**src/rtl/bar_pkg.sv**
```systemverilog
// Shared definitions for the bar-graph column zones: bar indices, the
// column slot table (also used by the raster column-blank decoder) and
// the pointer-encoder FSM states.
package bar_pkg;

  localparam int NUM_BARS = 11;

  localparam logic [3:0] LU4 = 4'd0;
  localparam logic [3:0] LU5 = 4'd1;
  localparam logic [3:0] LU6 = 4'd2;
  localparam logic [3:0] MU1 = 4'd3;
  localparam logic [3:0] MU2 = 4'd4;
  localparam logic [3:0] MU4 = 4'd5;
  localparam logic [3:0] MU5 = 4'd6;
  localparam logic [3:0] MU6 = 4'd7;
  localparam logic [3:0] HU1 = 4'd8;
  localparam logic [3:0] HU2 = 4'd9;
  localparam logic [3:0] HU4 = 4'd10;

  localparam logic [3:0] MISS_INDEX = 4'hF;

  typedef enum logic [1:0] {
    ST_IDLE = 2'd0,
    ST_SCAN = 2'd1,
    ST_DONE = 2'd2
  } bar_state_e;

  // Column slot occupied by each bar; slots 3, 6, 10, 12 and 14 are gaps.
  function automatic int bar_slot(input logic [3:0] idx);
    case (idx)
      LU4:     bar_slot = 0;
      LU5:     bar_slot = 1;
      LU6:     bar_slot = 2;
      MU1:     bar_slot = 4;
      MU2:     bar_slot = 5;
      MU4:     bar_slot = 7;
      MU5:     bar_slot = 8;
      MU6:     bar_slot = 9;
      HU1:     bar_slot = 11;
      HU2:     bar_slot = 13;
      HU4:     bar_slot = 15;
      default: bar_slot = 0;
    endcase
  endfunction

endpackage

```
**src/rtl/bar_zone_cmp.sv**
```systemverilog
// Inclusive range test lo <= x <= lo + PITCH on 13-bit values, so the
// upper bound never wraps for any 12-bit coordinate.
module bar_zone_cmp #(
  parameter int PITCH = 24
) (
  input  logic [12:0] x,
  input  logic [12:0] lo,
  output logic        hit
);

  assign hit = (x >= lo) && (x <= lo + 13'(PITCH));

endmodule

```
**src/rtl/bar_zone_encoder.sv**
```systemverilog
// Pointer-to-bar encoder: takes an X coordinate over valid/ready, scans the
// bar zones one per cycle with a single shared comparator, and reports the
// first (lowest-index) zone containing the coordinate, or a miss.
module bar_zone_encoder
  import bar_pkg::*;
#(
  parameter int BLANK_X_OFF = 0,
  parameter int BAR_DETA    = 22
) (
  input  logic                clk,
  input  logic                reset,
  input  logic [11:0]         in_x,
  input  logic                in_valid,
  output logic                in_ready,
  output logic                out_valid,
  input  logic                out_ready,
  output logic                out_hit,
  output logic [3:0]          out_index,
  output logic [NUM_BARS-1:0] out_onehot,
  output logic                out_changed
);

  localparam int PITCH = BAR_DETA + 2;
  localparam logic [12:0] LO_INIT = 13'(BLANK_X_OFF + PITCH * bar_slot(LU4));

  // Distance from zone idx's lower bound to zone idx+1's; a constant per
  // index, so the accumulator needs only an adder and a small mux.
  function automatic logic [12:0] lo_step(input logic [3:0] idx);
    lo_step = '0;
    for (int k = 0; k < NUM_BARS - 1; k++) begin
      if (idx == 4'(k))
        lo_step = 13'(PITCH * (bar_slot(4'(k + 1)) - bar_slot(4'(k))));
    end
  endfunction

  bar_state_e  state, state_nxt;
  logic [12:0] x_r;
  logic [12:0] lo_acc;
  logic [3:0]  zone_idx;
  logic [3:0]  last_hit;
  logic        zone_hit;
  logic        accept;
  logic        consume;
  logic        scan_end;

  bar_zone_cmp #(.PITCH(PITCH)) u_cmp (
    .x   (x_r),
    .lo  (lo_acc),
    .hit (zone_hit)
  );

  assign accept   = in_valid & in_ready;
  assign consume  = out_valid & out_ready;
  assign scan_end = (state == ST_SCAN) && (zone_hit || (zone_idx == HU4));

  // Next-state and handshake outputs.
  always_comb begin
    state_nxt = state;
    in_ready  = 1'b0;
    out_valid = 1'b0;
    case (state)
      ST_IDLE: begin
        in_ready = 1'b1;
        if (in_valid) state_nxt = ST_SCAN;
      end
      ST_SCAN: begin
        if (scan_end) state_nxt = ST_DONE;
      end
      ST_DONE: begin
        out_valid = 1'b1;
        if (out_ready) state_nxt = ST_IDLE;
      end
      default: state_nxt = ST_IDLE;
    endcase
  end

  // State register.
  always_ff @(posedge clk or posedge reset) begin
    if (reset) state <= ST_IDLE;
    else       state <= state_nxt;
  end

  // Zone counter, registered result and last reported hit.
  always_ff @(posedge clk or posedge reset) begin
    if (reset) begin
      zone_idx    <= '0;
      last_hit    <= MISS_INDEX;
      out_hit     <= 1'b0;
      out_index   <= MISS_INDEX;
      out_onehot  <= '0;
      out_changed <= 1'b0;
    end else begin
      if (accept)
        zone_idx <= '0;
      else if ((state == ST_SCAN) && !scan_end)
        zone_idx <= zone_idx + 4'd1;

      if (scan_end) begin
        if (zone_hit) begin
          out_hit     <= 1'b1;
          out_index   <= zone_idx;
          out_onehot  <= NUM_BARS'(1) << zone_idx;
          out_changed <= (zone_idx != last_hit);
        end else begin
          out_hit     <= 1'b0;
          out_index   <= MISS_INDEX;
          out_onehot  <= '0;
          out_changed <= 1'b0;
        end
      end

      if (consume && out_hit) last_hit <= out_index;
    end
  end

  // Latched coordinate and lower-bound accumulator.
  always_ff @(posedge clk) begin
    if (accept) begin
      x_r    <= {1'b0, in_x};
      lo_acc <= LO_INIT;
    end else if (state == ST_SCAN) begin
      lo_acc <= lo_acc + lo_step(zone_idx);
    end
  end

endmodule

```
**config.mk**
```make
export PLATFORM = sky130hd
export DESIGN_NAME = bar_zone_encoder
export DESIGN_NICKNAME = d
export VERILOG_FILES = /design/src/rtl/bar_pkg.sv /design/src/rtl/bar_zone_cmp.sv /design/src/rtl/bar_zone_encoder.sv
export SDC_FILE = /design/constraint.sdc
export NUM_CORES = 1
export LEC_CHECK = 0
export ABC_AREA = 1
export BUFFER_PORTS_ARGS = -buffer_cell sky130_fd_sc_hd__buf_4
export CORE_ASPECT_RATIO = 2
export CORE_UTILIZATION = 50
export CTS_CLUSTER_SIZE = 24
export DETAILED_ROUTE_END_ITERATION = 10
export PLACE_DENSITY_LB_ADDON = 0.3
export SLEW_MARGIN = 0
export SYNTH_ARGS = -nofsm -noshare
export SYNTH_HDL_FRONTEND = slang
export SYNTH_SLANG_ARGS = --single-unit
```
**constraint.sdc**
```tcl
create_clock -name clk -period 3.85 [get_ports clk]
set_input_delay 0.5775 -clock clk [delete_from_list [all_inputs] [get_ports clk]]
set_output_delay 0.5775 -clock clk [all_outputs]
set_load 0.01 [all_outputs]
```
==> out/qor.txt <==
CTS resizes: 0
fin crit period: 3176 ps
Core Footprint: 0.005468 sq mm
largest buffer count on any clock path: 2
die area: 0.006012 sq mm
Max-Slew Margin vs Limit: 34.96%
Ant. Diodes: 0
Tot Pwr: 2.477 mW
power per standard cell area: 760.8 mW/mm^2
Pleak: 1.590 nW
vias per cell: 5.211
Fin. Hold Viols: 0
Setup crit start kind: flip-flop
total gr overflow: 0
DRC: 0
worst path required time: 4050 ps
Sw Ratio: 41.86%
Post-synth EDFFs: 12
fillcell total: 473
antenna violations before repair: 0
Setup WS pre-CTS: 671.0 ps
net load switching power: 1.037 mW
Commonest cells post-synth: nand2_1 (70), inv_1 (44), ha_1 (28), nor2_1 (28), o21ai_0 (21)
final slew viol count: 0
# Post-CTS Setup Buffers: 0
Distinct cells, synth: 36
fraction of layout cells with a size suffix above 1: 20.22%
critical path class: flip-flop to flip-flop
worst slew pin tran: 974.6 ps
Logic pwr share: 47.7%
asr flop ratio synth: 55.10%
Detailed Place HPWL: 5019 um
Antenna Violating Nets Remaining: 0
fin nets: 410
Max rail drop VDD: 510.0 uV
global-route wire length before repair: 10090 um
Initial Util: 52.01%
Num CTS Buffers: 5
Setup Viol. Count Final: 0
Post-Syn Instances: 329
Rows: 38
WL/cell: 14.66 um
crit path DAT: 3380 ps
largest cells by area after synthesis: dfrtp_1 (17%), edfxtp_1 (13%), ha_1 (12%)
status: finished, final reports clean
IO Count: 35
CP max FO: 8
synth warn: 0
Vias: 2220
Int Pwr: 1.440 mW
Total GRT Usage: 22.28%
vias in the first global route: 2229
top-count cell post-synth: nand2_1
IO Port Bufs: 34
Iter 0 DRT Violations: 51
CTS tree: yes
CTS root buf: clkbuf_8
post-route setup slack: 673.9 ps
Max Clk Rate: 314.9 MHz
Max Clock Skew: 5.201 ps
Mapped Nets: 374
Post-DP Area: 0.003127 sq mm
Synth area leader: dfrtp_1
Setup crit end kind: flip-flop
# placed instances: 418
post-synthesis sequential area ratio: 43.82%
final std cells w/o fill: 426
clock latency at the later pin of the worst-skew pair: 310 ps
Post-synth top flop: dfrtp_1
final instance area: 0.003256 sq mm
Yosys reg bits: 49
post-synthesis to final-layout area growth: 14.47%
DIE HEIGHT: 108.7 um
H-tree levels: 2
gpl congestion: 0.8866
Mean Syn Cell Area: 8.644 sq um
clock transition at the registers of the reported paths: 90 ps
clock share of power: 16.4%
chip width: 55.33 um
Max-cap violations: 0
largest net degree at the start of global routing: 28
Reg power frac: 35.9%
Sink Count: 49
RSZ-0062 raised after global routing: false
Post-Syn Area: 0.002844 sq mm
WL final: 6245 um
Synth top area share: 16.72%
DRT Pass-1 Iters: 4
CTS hold repair buffers: 0
Hold Path Class: input port to flip-flop
setup TNS: 0 ps
final worst-path cycle share: 82.50%
[placed cells by master (no fill, tap or decap), types with 2 or more instances in the layout]
cell type  netlist  routed
a21oi_1         16      16
a21oi_2          5       5
buf_4            1      34
clkbuf_8         0       5
dfrtp_1         19      19
dfstp_2          8       8
dfxtp_1         10      10
edfxtp_1        12      12
ha_1            28      28
inv_1           44      44
inv_2            2       2
nand2_1         70      70
nand2_2          8       8
nand3_1         18      18
nor2_1          28      28
nor2_2           2       2
nor3_1           5       5
o211ai_1         2       2
o21a_1           2       2
o21ai_0         21      21
or2_2            2       2
xnor2_1          3       3
xor2_1           9       9
[layer usage]
layer / GRT usage, % / part of all wire [%] / vias to the layer above
li1: - / - / 1130
met2: 45.87 / 61 / 23
met1: 19.92 / 34 / 1050
met4: 12.50 / 3.6 / 0
met5: 0 / 0 / -
met3: 2.847 / 1.4 / 17
[final timing paths]
path	from	cells after the start	slack, ps	endpoint
worst max-delay path	zone_idx[3]	15	670	lo_acc[11]
worst min-delay path	in_x[10]	1	440	x_r[10]
worst max register to register	zone_idx[3]	15	670	lo_acc[11]
worst min register to register	out_onehot[9]	2	480	out_onehot[9]
max in group asynchronous	reset	2	2760	out_hit
min in group asynchronous	reset	2	490	out_onehot[1]
[state kept, by name, indices dropped and copies added, names as in the netlist]
signal       cells
last_hit         4
lo_acc          10
out_changed      1
out_hit          1
out_index        4
out_onehot      11
state            2
x_r             12
zone_idx         4
[final cells by class]
class,count,area (sq um),share of cell area [%]
Multi-Input combinational cell,229,1378,42.31
Sequential cell,49,1246,38.28
Timing Repair Buffer,34,255.2,7.840
Inverter,46,172.7,5.304
Clock buffer,6,93.84,2.882
Tap cell,60,75.07,2.306
Clock inverter,2,35.03,1.076
[stage by stage]
| stage | hold slack (ps) | util (%) |
|---|---|---|
| 2_1_floorplan | 473.6 | - |
| 6_report | 437.7 | 59.54 |
| 4_1_cts | 429.7 | 59.54 |
| 3_3_place_gp | 468.6 | 57.19 |
| 3_5_place_dp | 463.5 | 57.19 |
| 5_1_grt | 427.1 | 59.54 |
[worst max-delay path, stage by stage, from the launching register on]
cell and delay, ps:
dfrtp_1 490, nor2_1 330, o21ai_0 190, o21ai_0 190, nor2_1 50, nor2_1 130
ha_1 180, inv_1 50, fa_1 380, or2_2 330, a21oi_2 190, nand2_1 80
nor2_2 120, nand3_1 100, o21ai_0 180, a21oi_1 60
[cells by family (layout without fill, tap and decap cells)]
kind of cell             Yosys count  count (layout)  synth area share, %
flip-flops                        49              49                43.82
AND/OR/NAND/NOR                  139             139                21.91
XOR/XNOR                          12              12                3.696
adder cells (fa/ha/maj)           29              29                13.02
AO/OA/AOI/OAI                     49              49                9.811
buffers and inverters             51              88                7.743
[power groups by stage]
stage               combinational [mW]  sequential, mW  clock [mW]
finish                            1.18           0.889       0.405
global route                      1.35           0.909       0.431
CTS                               1.20           0.892       0.415
detailed placement                1.19           0.902           0
global placement                  1.16           0.895           0
floorplan                        0.829           0.883           0
(Power assumes the default switching activity.)
